===== config.mk =====
export PLATFORM = sky130hd
export DESIGN_NAME = sbuf_seq_ctrl
export DESIGN_NICKNAME = d
export VERILOG_FILES = /design/src/rtl/sys_pkg.sv /design/src/rtl/sbuf_wr_arb.sv /design/src/rtl/sbuf_seq_ctrl.sv
export SDC_FILE = /design/constraint.sdc
export NUM_CORES = 1
export LEC_CHECK = 0
export CAP_MARGIN = 20
export CORE_UTILIZATION = 44
export DETAILED_ROUTE_END_ITERATION = 8
export GPL_ROUTABILITY_DRIVEN = 0
export HOLD_SLACK_MARGIN = 0.02
export PLACE_DENSITY = 0.81
export SYNTH_ARGS = -nofsm -noshare
export SYNTH_HDL_FRONTEND = slang
export SYNTH_SLANG_ARGS = --single-unit

===== constraint.sdc =====
create_clock -name clk -period 3.5 [get_ports clk]
set_clock_uncertainty 0.15 [all_clocks]
set_input_delay 0.7 -clock clk [delete_from_list [all_inputs] [get_ports clk]]
set_output_delay 0.7 -clock clk [all_outputs]
set_load 0.03 [all_outputs]

===== src/rtl/sys_pkg.sv =====
// Shared constants, FSM state type and write payload for the systolic buffer controller.
package sys_pkg;

  localparam int unsigned DATA_W = 16;  // RAM word width
  localparam int unsigned RADR_W = 8;   // RAM read address width (256 entries)
  localparam int unsigned WADR_W = 10;  // RAM write address width
  localparam int unsigned SKEW_W = 4;   // skew-count input width

  // Read sequencer states
  typedef enum logic [2:0] {
    IDLE  = 3'd0,
    SKEW  = 3'd1,
    RUN   = 3'd2,
    DRAIN = 3'd3,
    DONE  = 3'd4
  } seq_state_e;

  // One RAM write beat
  typedef struct packed {
    logic [WADR_W-1:0] adr;
    logic [DATA_W-1:0] data;
  } wr_beat_t;

endpackage


===== src/rtl/sbuf_wr_arb.sv =====
// 2-way round-robin arbiter for the buffer RAM write port, with registered write outputs.
// Ports:
//   clk, rst                     clock, async active-high reset
//   hw_req/hw_adr/hw_data/hw_gnt host loader request, grant (combinational)
//   rw_req/rw_adr/rw_data/rw_gnt result writeback request, grant (combinational)
//   ram_wen/ram_wadr/ram_wdata   registered RAM write port (one cycle after grant)
module sbuf_wr_arb
  import sys_pkg::*;
(
  input  logic              clk,
  input  logic              rst,
  input  logic              hw_req,
  input  logic [WADR_W-1:0] hw_adr,
  input  logic [DATA_W-1:0] hw_data,
  output logic              hw_gnt,
  input  logic              rw_req,
  input  logic [WADR_W-1:0] rw_adr,
  input  logic [DATA_W-1:0] rw_data,
  output logic              rw_gnt,
  output logic              ram_wen,
  output logic [WADR_W-1:0] ram_wadr,
  output logic [DATA_W-1:0] ram_wdata
);

  logic     ptr_q, ptr_d;  // 0: host wins next contention, 1: result wins
  logic     wen_q, wen_d;
  wr_beat_t beat_q, beat_d;

  // Grant selection; pointer only moves when both request
  always_comb begin
    hw_gnt = 1'b0;
    rw_gnt = 1'b0;
    ptr_d  = ptr_q;
    wen_d  = 1'b0;
    beat_d = beat_q;
    if (hw_req && rw_req) begin
      hw_gnt = !ptr_q;
      rw_gnt = ptr_q;
      ptr_d  = !ptr_q;
    end else begin
      hw_gnt = hw_req;
      rw_gnt = rw_req;
    end
    if (hw_gnt) begin
      wen_d       = 1'b1;
      beat_d.adr  = hw_adr;
      beat_d.data = hw_data;
    end else if (rw_gnt) begin
      wen_d       = 1'b1;
      beat_d.adr  = rw_adr;
      beat_d.data = rw_data;
    end
  end

  // Pointer and write-port registers
  always_ff @(posedge clk or posedge rst) begin
    if (rst) begin
      ptr_q  <= 1'b0;
      wen_q  <= 1'b0;
      beat_q <= '0;
    end else begin
      ptr_q  <= ptr_d;
      wen_q  <= wen_d;
      beat_q <= beat_d;
    end
  end

  assign ram_wen   = wen_q;
  assign ram_wadr  = beat_q.adr;
  assign ram_wdata = beat_q.data;

endmodule


===== src/rtl/sbuf_seq_ctrl.sv =====
// Systolic buffer controller: sequences a skewed, stallable read burst from a 1r1w RAM
// into one array row, and arbitrates the RAM write port between host and writeback.
// Ports:
//   clk, rst                         clock, async active-high reset
//   start, base_adr, len_m1, skew    burst launch and parameters (sampled when accepted)
//   stall                            array back-pressure, holds the read sequence
//   busy, done                       burst in progress / 1-cycle completion pulse
//   row_valid, row_data              word to the array row (data passes from ram_rdata)
//   hw_*, rw_*                       host / result write requests and grants
//   ram_radr, ram_rdata              RAM read port (registered address, 1-cycle latency)
//   ram_wen, ram_wadr, ram_wdata     RAM write port
module sbuf_seq_ctrl
  import sys_pkg::*;
(
  input  logic              clk,
  input  logic              rst,
  input  logic              start,
  input  logic [RADR_W-1:0] base_adr,
  input  logic [RADR_W-1:0] len_m1,
  input  logic [SKEW_W-1:0] skew,
  input  logic              stall,
  output logic              busy,
  output logic              done,
  output logic              row_valid,
  output logic [DATA_W-1:0] row_data,
  input  logic              hw_req,
  input  logic [WADR_W-1:0] hw_adr,
  input  logic [DATA_W-1:0] hw_data,
  output logic              hw_gnt,
  input  logic              rw_req,
  input  logic [WADR_W-1:0] rw_adr,
  input  logic [DATA_W-1:0] rw_data,
  output logic              rw_gnt,
  output logic [RADR_W-1:0] ram_radr,
  input  logic [DATA_W-1:0] ram_rdata,
  output logic              ram_wen,
  output logic [WADR_W-1:0] ram_wadr,
  output logic [DATA_W-1:0] ram_wdata
);

  seq_state_e        state_q, state_d;
  logic [RADR_W-1:0] base_q, base_d;
  logic [RADR_W-1:0] len_q, len_d;
  logic [RADR_W-1:0] cnt_q, cnt_d;    // words issued so far
  logic [SKEW_W-1:0] skew_q, skew_d;  // remaining idle cycles
  logic [RADR_W-1:0] radr_q, radr_d;
  logic              busy_q, busy_d;
  logic              done_q, done_d;
  logic              rd_issue;
  logic              rd_issue_q;      // issue delayed 1 cycle
  logic              row_valid_q;     // issue delayed 2 cycles

  // Next-state and datapath control
  always_comb begin
    state_d  = state_q;
    base_d   = base_q;
    len_d    = len_q;
    cnt_d    = cnt_q;
    skew_d   = skew_q;
    radr_d   = radr_q;
    busy_d   = busy_q;
    done_d   = 1'b0;
    rd_issue = 1'b0;
    unique case (state_q)
      IDLE: begin
        if (start) begin
          base_d  = base_adr;
          len_d   = len_m1;
          skew_d  = skew;
          cnt_d   = '0;
          busy_d  = 1'b1;
          state_d = (skew != '0) ? SKEW : RUN;
        end
      end
      SKEW: begin
        skew_d = skew_q - SKEW_W'(1);
        if (skew_q == SKEW_W'(1)) state_d = RUN;
      end
      RUN: begin
        rd_issue = !stall;
        if (rd_issue) begin
          radr_d = base_q + cnt_q;  // wraps modulo 256
          cnt_d  = cnt_q + RADR_W'(1);
          if (cnt_q == len_q) state_d = DRAIN;
        end
      end
      DRAIN: state_d = DONE;
      DONE: begin
        done_d  = 1'b1;
        busy_d  = 1'b0;
        state_d = IDLE;
      end
      default: state_d = IDLE;
    endcase
  end

  // Sequencer registers
  always_ff @(posedge clk or posedge rst) begin
    if (rst) begin
      state_q     <= IDLE;
      base_q      <= '0;
      len_q       <= '0;
      cnt_q       <= '0;
      skew_q      <= '0;
      radr_q      <= '0;
      busy_q      <= 1'b0;
      done_q      <= 1'b0;
      rd_issue_q  <= 1'b0;
      row_valid_q <= 1'b0;
    end else begin
      state_q     <= state_d;
      base_q      <= base_d;
      len_q       <= len_d;
      cnt_q       <= cnt_d;
      skew_q      <= skew_d;
      radr_q      <= radr_d;
      busy_q      <= busy_d;
      done_q      <= done_d;
      rd_issue_q  <= rd_issue;
      row_valid_q <= rd_issue_q;
    end
  end

  assign busy      = busy_q;
  assign done      = done_q;
  assign ram_radr  = radr_q;
  assign row_valid = row_valid_q;
  assign row_data  = ram_rdata;  // RAM output register already aligns data with row_valid

  sbuf_wr_arb u_wr_arb (
    .clk       (clk),
    .rst       (rst),
    .hw_req    (hw_req),
    .hw_adr    (hw_adr),
    .hw_data   (hw_data),
    .hw_gnt    (hw_gnt),
    .rw_req    (rw_req),
    .rw_adr    (rw_adr),
    .rw_data   (rw_data),
    .rw_gnt    (rw_gnt),
    .ram_wen   (ram_wen),
    .ram_wadr  (ram_wadr),
    .ram_wdata (ram_wdata)
  );

endmodule


==> metrics.md <==
| Metric | Value |
|---|---|
| Final hold slack | `between 0.15 and 0.2 ns` |
| DR WL/cell | `approximately 15 um` |
| Port Buffers | `roughly 120` |
| First-pass GRT wire length | `about 15 mm` |
| Clock Path Buffers | `2` |
| Net load switching power | `about 1.3 mW` |
| Slowest CP cell | `clkdlybuf4s50_1` |
| CP Cell Sequence | `clkdlybuf4s50_1 -> nand2_1 -> buf_4 -> inv_1 -> buf_4` |
| Number of global-route vias before repair | `3,150` |
| CTS tree | `built` |
| Flop-to-flop setup slack | `1.28 ns` |
| Clk pwr share | `0.189` |
| Max-capacitance violation count | `0` |
| Design Area, Final | `0.00506 mm^2` |
| Mapped Cells | `about 430` |
| DRT antenna net count | `0` |
| Peak supply drop | `around 0.33 mV` |
| Drt first pass iters | `4` |
| Leak Pwr | `roughly 2.3 nW` |
| Antenna violations before repair | `0` |
| Power per cell area | `about 670 mW/mm^2` |
| Num CTS Buffers | `9` |
| Met1 Wirelength | `3.83 mm` |
| Initial DRC Count | `127` |
| Final cell count without fillers | `630` |
| Worst Setup Start Kind | `input pin` |
| Instance area at placement | `between 0.004 and 0.005 mm^2` |
| Post-CTS setup buffer count | `0` |
| CP arrival | `1.88 ns` |
| CP Class | `in2out` |
| Final Hold Viols | `0` |
| # hold bufs at CTS | `0` |
| Hold depth | `0` |
| CP Capture Type | `output port` |
| Flop pwr share | `0.382` |
| Slew @ Worst Pin | `approximately 0.74 ns` |
| Pin count of the biggest net entering global routing | `a little over 80` |
| Reg-to-Reg End | `ram_radr[6]$_DFFE_PP0P_` |
| Post_cts resized | `0` |
| Setup violations, final | `0` |
| Most frequent CP cell | `buf_4` |
| # DRC | `0` |
| Die span in x | `about 94 um` |
| Synth top area share | `0.475` |
| H-tree levels | `3` |
| Biggest area consumer among synthesized cells | `dfrtp_1` |
| Seq/Total Area, Yosys | `0.475` |
| Sink Count | `71` |
| GRT Total Usage | `0.218` |
| Worst-Skew Late Latency | `about 0.34 ns` |
| WHS Endpoint | `row_valid$_DFF_PP0_` |
| Critical R2R Launch | `cnt_q[0]$_DFFE_PP0P_` |
| Yosys reg bits | `between 70 and 80` |
| Max frequency | `about 370 MHz` |
| Netlist Area Pre-Place | `between 0.003 and 0.004 mm^2` |
| Ys async rst share | `1.00` |
| CP max FO | `27` |
| Post-layout min period | `2.73 ns` |
| Post-DP HPWL | `~6.6 mm` |
| I/O Pins | `150` |
| Slew headroom | `0.509` |
| Worst Min Path Start | `rd_issue_q$_DFF_PP0_` |
| Worst setup margin | `about 0.77 ns` |
| Post-Route WL | `between 9 and 10 mm` |
| HP Class | `reg2reg` |
| Share of layout cells above drive strength 1 | `0.0571` |
| Top FF cell, synth | `dfrtp_1` |
| Reg2Reg Depth | `8` |
| Initial Util | `0.455` |
| CP Data Required Time | `approximately 2.7 ns` |
| Max Slew Vio Count | `0` |
| Post-synth EDFFs | `0` |
| CTS Root Cell | `clkbuf_8` |
| CORE AREA | `roughly 0.0082 mm^2` |
| Ant diodes | `0` |
| RSZ-0062 raised after global routing | `false` |
| Reg clk slew, reported paths | `roughly 0.070 ns` |
| Area Growth Syn to Fin | `35.3%` |
| CP max stage delay | `around 0.53 ns` |
| Sw frac | `0.394` |
| Status | `complete, no violations` |
| Largest cells by area after synthesis | `dfrtp_1, nand2_1, a31oi_1, a21oi_1, o22ai_1` |
| Synthesized net count | `530` |
| Period utilisation layout | `0.780` |
| Fin nets | `approximately 630` |
| Combinational group share of total power | `0.428` |
| Routed vias/inst | `~5.4` |
| Pint | `around 2.1 mW` |
| DP Worst Slack | `a little under 0.8 ns` |
| Via count | `between 3,000 and 4,000` |
| Buf/Inv on CP | `4` |
| Yosys Warn Count | `0` |
| Average size of a mapped cell | `roughly 9 um^2` |
| Dpl cells | `roughly 600` |
| Crit path max-delay family | `buffers and inverters` |
| Die ar. | `around 0.0089 mm^2` |
| WL met2 | `between 4 and 5 mm` |
| Grt ovf | `0` |
| Rows | `33` |
| Die Ht | `between 90 and 100 um` |
| DR top layer | `met4` |
| Setup TNS | `0 ns` |
| Detailed-routed wire length on met3 | `808 um` |
| Distinct cells, synth | `between 40 and 50` |
-- state kept, by name, indices dropped and copies added (netlist names) --
name                cells
u_wr_arb.ram_wdata     16
u_wr_arb.ram_wadr      10
base_q                  8
cnt_q                   8
len_q                   8
ram_radr                8
skew_q                  4
state_q                 3
busy                    1
done                    1
rd_issue_q              1
row_valid               1
u_wr_arb.ptr_q          1
u_wr_arb.ram_wen        1
-- power groups by stage --
stage	Clock [mW]	Combinational, mW	Sequential, mW
finish	0.645	1.46	1.30
global placement	0	1.42	1.30
global route	0.701	1.61	1.34
floorplan	0	0.770	1.50
CTS	0.662	1.47	1.30
detailed placement	0	1.46	1.31
-- routing by layer --
layer  track usage  vias up
li1              -     1629
met1         0.274     1617
met2         0.363      132
met3        0.0437       15
met4        0.0885        0
met5             0        -
-- layout by cell type (no fill, tap or decap), types with 3 or more instances in the layout --
cell type        count
clkdlybuf4s50_1    114
clkbuf_1             3
inv_1               34
o21ai_0             11
buf_4                7
clkbuf_8            10
nand3_1              8
nand2_1             66
nor2_1              39
xnor2_1              9
a21oi_1             33
o22ai_1             26
xor2_1              10
a31oi_1             28
nand4_1              6
ha_1                10
dfrtp_1             71
-- cell usage after synthesis, types with 2 or more instances --
library cell / number
buf_1: 6
nand4_1: 6
xnor2_1: 9
o21ai_0: 11
a21o_1: 2
clkbuf_1: 10
dfrtp_1: 71
a31oi_1: 28
buf_2: 6
a211oi_1: 2
o22ai_1: 26
nor4_1: 2
or3_1: 2
nand2_1: 66
nand4b_1: 2
nor2_1: 39
ha_1: 10
inv_1: 35
xor2_1: 10
buf_4: 16
a21oi_1: 33
nand3_1: 8
a21boi_0: 2
-- area by class of cell --
class / count / area (um^2)
inverter: 36 / 136
clock inverter: 3 / 42.5
clock buffer: 13 / 149
timing repair buffer: 123 / 1220
sequential: 71 / 1780
fill: 666 / 3150
tap: 105 / 131
multi-input combinational: 279 / 1610
-- how the worst max path moves through the flow --
stage,startpoint,endpoint,depth (start not counted)
detailed placement,hw_req,hw_gnt,5
CTS,hw_req,hw_gnt,5
global placement,hw_req,hw_gnt,5
floorplan,rw_req,rw_gnt,3
global route,hw_req,hw_gnt,5
finish,hw_req,hw_gnt,5
-- kinds of logic after synthesis --
group,synth area share
AOI/OAI and AO/OA,0.173
xor gates and xnor gates,0.0445
adders and majority gates,0.0388
buffers and inverters,0.0956
DFF,0.475
muxes,0.00301
and+or+nand+nor,0.170
-- stage by stage --
step / util / power, mW
global placement: 0.593 / 2.72
detailed placement: 0.593 / 2.77
CTS: 0.616 / 3.43
finish: 0.616 / 3.40
global route: 0.616 / 3.65
floorplan: - / 2.27
No activity file was read; power rests on OpenSTA's default activity.
==> variant: new RTL, same settings <==
Take the reset off `radr_q` and load it in a clocked block of its own.
--- a/src/rtl/sbuf_seq_ctrl.sv
+++ b/src/rtl/sbuf_seq_ctrl.sv
@@ -103,5 +103,4 @@
       cnt_q       <= '0;
       skew_q      <= '0;
-      radr_q      <= '0;
       busy_q      <= 1'b0;
       done_q      <= 1'b0;
@@ -114,5 +113,4 @@
       cnt_q       <= cnt_d;
       skew_q      <= skew_d;
-      radr_q      <= radr_d;
       busy_q      <= busy_d;
       done_q      <= done_d;
@@ -120,4 +118,8 @@
       row_valid_q <= rd_issue_q;
     end
+  end
+
+  always_ff @(posedge clk) begin
+    radr_q <= radr_d;
   end
 
Behaviour: differs if rst is asserted again (counterexample within 4 cycles, from zero or initial values and one cycle with rst high); with rst held inactive, the same outputs for 10 cycles.
==> variant against the unedited design <==
Worst setup slack better by 0.038 ns; wire length down 3.7%; total power down 2.9%; sequential cell count unchanged; final area up 0.82%; die area down 0.39%; cell count down 1.7%; first-iteration DRC count up 0.79%; area after synthesis down 0.40%; register-to-register slack worse by 0.08 ns.
==> variant: results (changes against the unedited design) <==
Cells and area
  • Share of cells above drive strength 1: 0.0603 (+0.00317)
  • N_diodes: 0 (unchanged)
  • # nets final: 614 (-1.8%)
  • Post-route non-filler standard cell count: 619 (-1.7%)
  • Max reg flops: 16 (unchanged)

Clocking
  • Reg clk slew, reported paths: around 0.080 ns
  • Clock latency on the worst-skew pair: 0.34 ns (about the same)
  • Setup repair bufs after CTS: 0 (unchanged)
  • CTS Buffer Depth: 2 (unchanged)
  • CTS resizes: 0 (unchanged)
  • CTS Buf Count: 9 (unchanged)
  • Root buf cell: clkbuf_8
  • H-tree depth: 3 (unchanged)

Pwr
  • IR drop worst, VDD: 0.263 mV (-21%)
  • Switching Power: 1.21 mW (-9.8%)
  • P_leak: 2.29 nW (-0.12%)

Route
  • Drt initial violations: 128 (+0.79%)
  • Drt pass-1 iters: 4 (unchanged)
  • Via count: 3252 (-4.2%)
  • WL per Instance: 14.5 um (-2.0%)

Worst setup path
  • R2R Path Start: cnt_q[0]$_DFFE_PP0P_
  • CP max FO: 13 (-52%)
  • R2R cell count: 7 (-1)
  • Critical register-to-register path endpoint: ram_radr[6]$_DFFE_PP_
  • Critical Path AT: 1.84 ns (-0.04 ns)
  • Flop2flop setup slack: 1.20 ns (-0.08 ns)

Logic synthesis
  • Gate Count Post-Synth: 414 (-2.6%)
  • Mux contribution to synthesized area: 0.00571 (+0.00270)
  • Top FF cell, synth: dfrtp_1
  • Synth area leaders: dfrtp_1 42%, edfxtp_1 6.4%, nand2_1 5.5%
  • Syn Nets: 519 (-2.1%)
  • Number of synthesized flops with an enable pin: 8 (+8)
  • Commonest cells in the netlist: 63 x dfrtp_1, 55 x nand2_1, 41 x nor2_1
  • Synth Area in Adders: 0.0389 (+0.000156)
  • Library cells used by synthesis: 48 (+4.3%)
  • Synth Area in Compound Gates: 0.170 (-0.00333)
  • Synth warnings: 0 (unchanged)
  • Ys async rst share: 0.887 (-0.113)
  • Sequential fraction of the synthesis area: 0.487 (+0.0127)
  • Post-Synth XOR/XNOR Area: 0.0423 (-0.00217)

GRT
  • Antenna violations before repair: 0 (unchanged)
  • Tot GR Track Use: 0.215 (-0.00267)
  • Largest net degree at the start of global routing: 60 (-26%)
  • First-pass GRT wire length: 14600 um (-2.3%)

Place
  • Detailed placement HPWL: 6410 um (-3.5%)
  • Setup WS pre-CTS: 0.812 ns (+0.0261 ns)
  • IO buf count: 117 (unchanged)
  • Dpl cells: 603 (-1.8%)
  • Placed cell area: 4870 um2 (about the same)

Timing
  • Min Hold Slack: 0.226 ns (+0.0320 ns)
  • Relative slew slack: 0.468 (-0.0410)

Run status
  • Status: completed

Min path
  • Hold EP: row_valid$_DFF_PP0_
  • Hold_sp: rd_issue_q$_DFF_PP0_
  • WHS Path Cells: 0 (unchanged)
  • Hold Path Class: reg2reg
-- variant: critical path, stage by stage --
cell,delay (ns)
clkdlybuf4s50_1,0.77
nand2_1,0.13
inv_1,0.09
buf_4,0.15
-- variant: area by class of cell --
type	instances	area (um2)
flip-flops and latches	71	1820
clock buffers	10	128
inverters	40	150
repair buffers	124	1230
fillers	707	3110
well taps	105	131
clock inverters	6	109
multi-input cells	263	1540
-- variant: worst max-delay path by stage --
stage / start / slack [ns] / endpoint / cells after the start
floorplan: rw_req / 0.66 / rw_gnt / 3
global placement: hw_req / 0.81 / hw_gnt / 4
detailed placement: hw_req / 0.81 / hw_gnt / 4
CTS: hw_req / 0.81 / hw_gnt / 4
global route: hw_req / 0.74 / hw_gnt / 4
finish: hw_req / 0.81 / hw_gnt / 4
-- variant: kinds of logic after synthesis --
logic type / after synthesis
muxes: 2
DFF: 71
adders and majority gates: 11
AOI/OAI and AO/OA: 105
and+or+nand+nor: 127
buffers and inverters: 80
xor gates and xnor gates: 18
-- variant: power by group through the flow --
stage | clock (mW) | sequential [mW] | combinational, mW
global route | 0.850 | 1.29 | 1.39
global placement | 0 | 1.26 | 1.21
finish | 0.785 | 1.26 | 1.26
floorplan | 0 | 1.39 | 0.721
detailed placement | 0 | 1.28 | 1.26
CTS | 0.802 | 1.26 | 1.27
-- variant: metal layers --
layer	vias up	routed length [um]	global-route usage
li1	1590	-	-
met1	1511	3510	0.246
met2	132	4460	0.362
met3	19	836	0.0785
met4	0	162	0.0885
met5	-	0	0
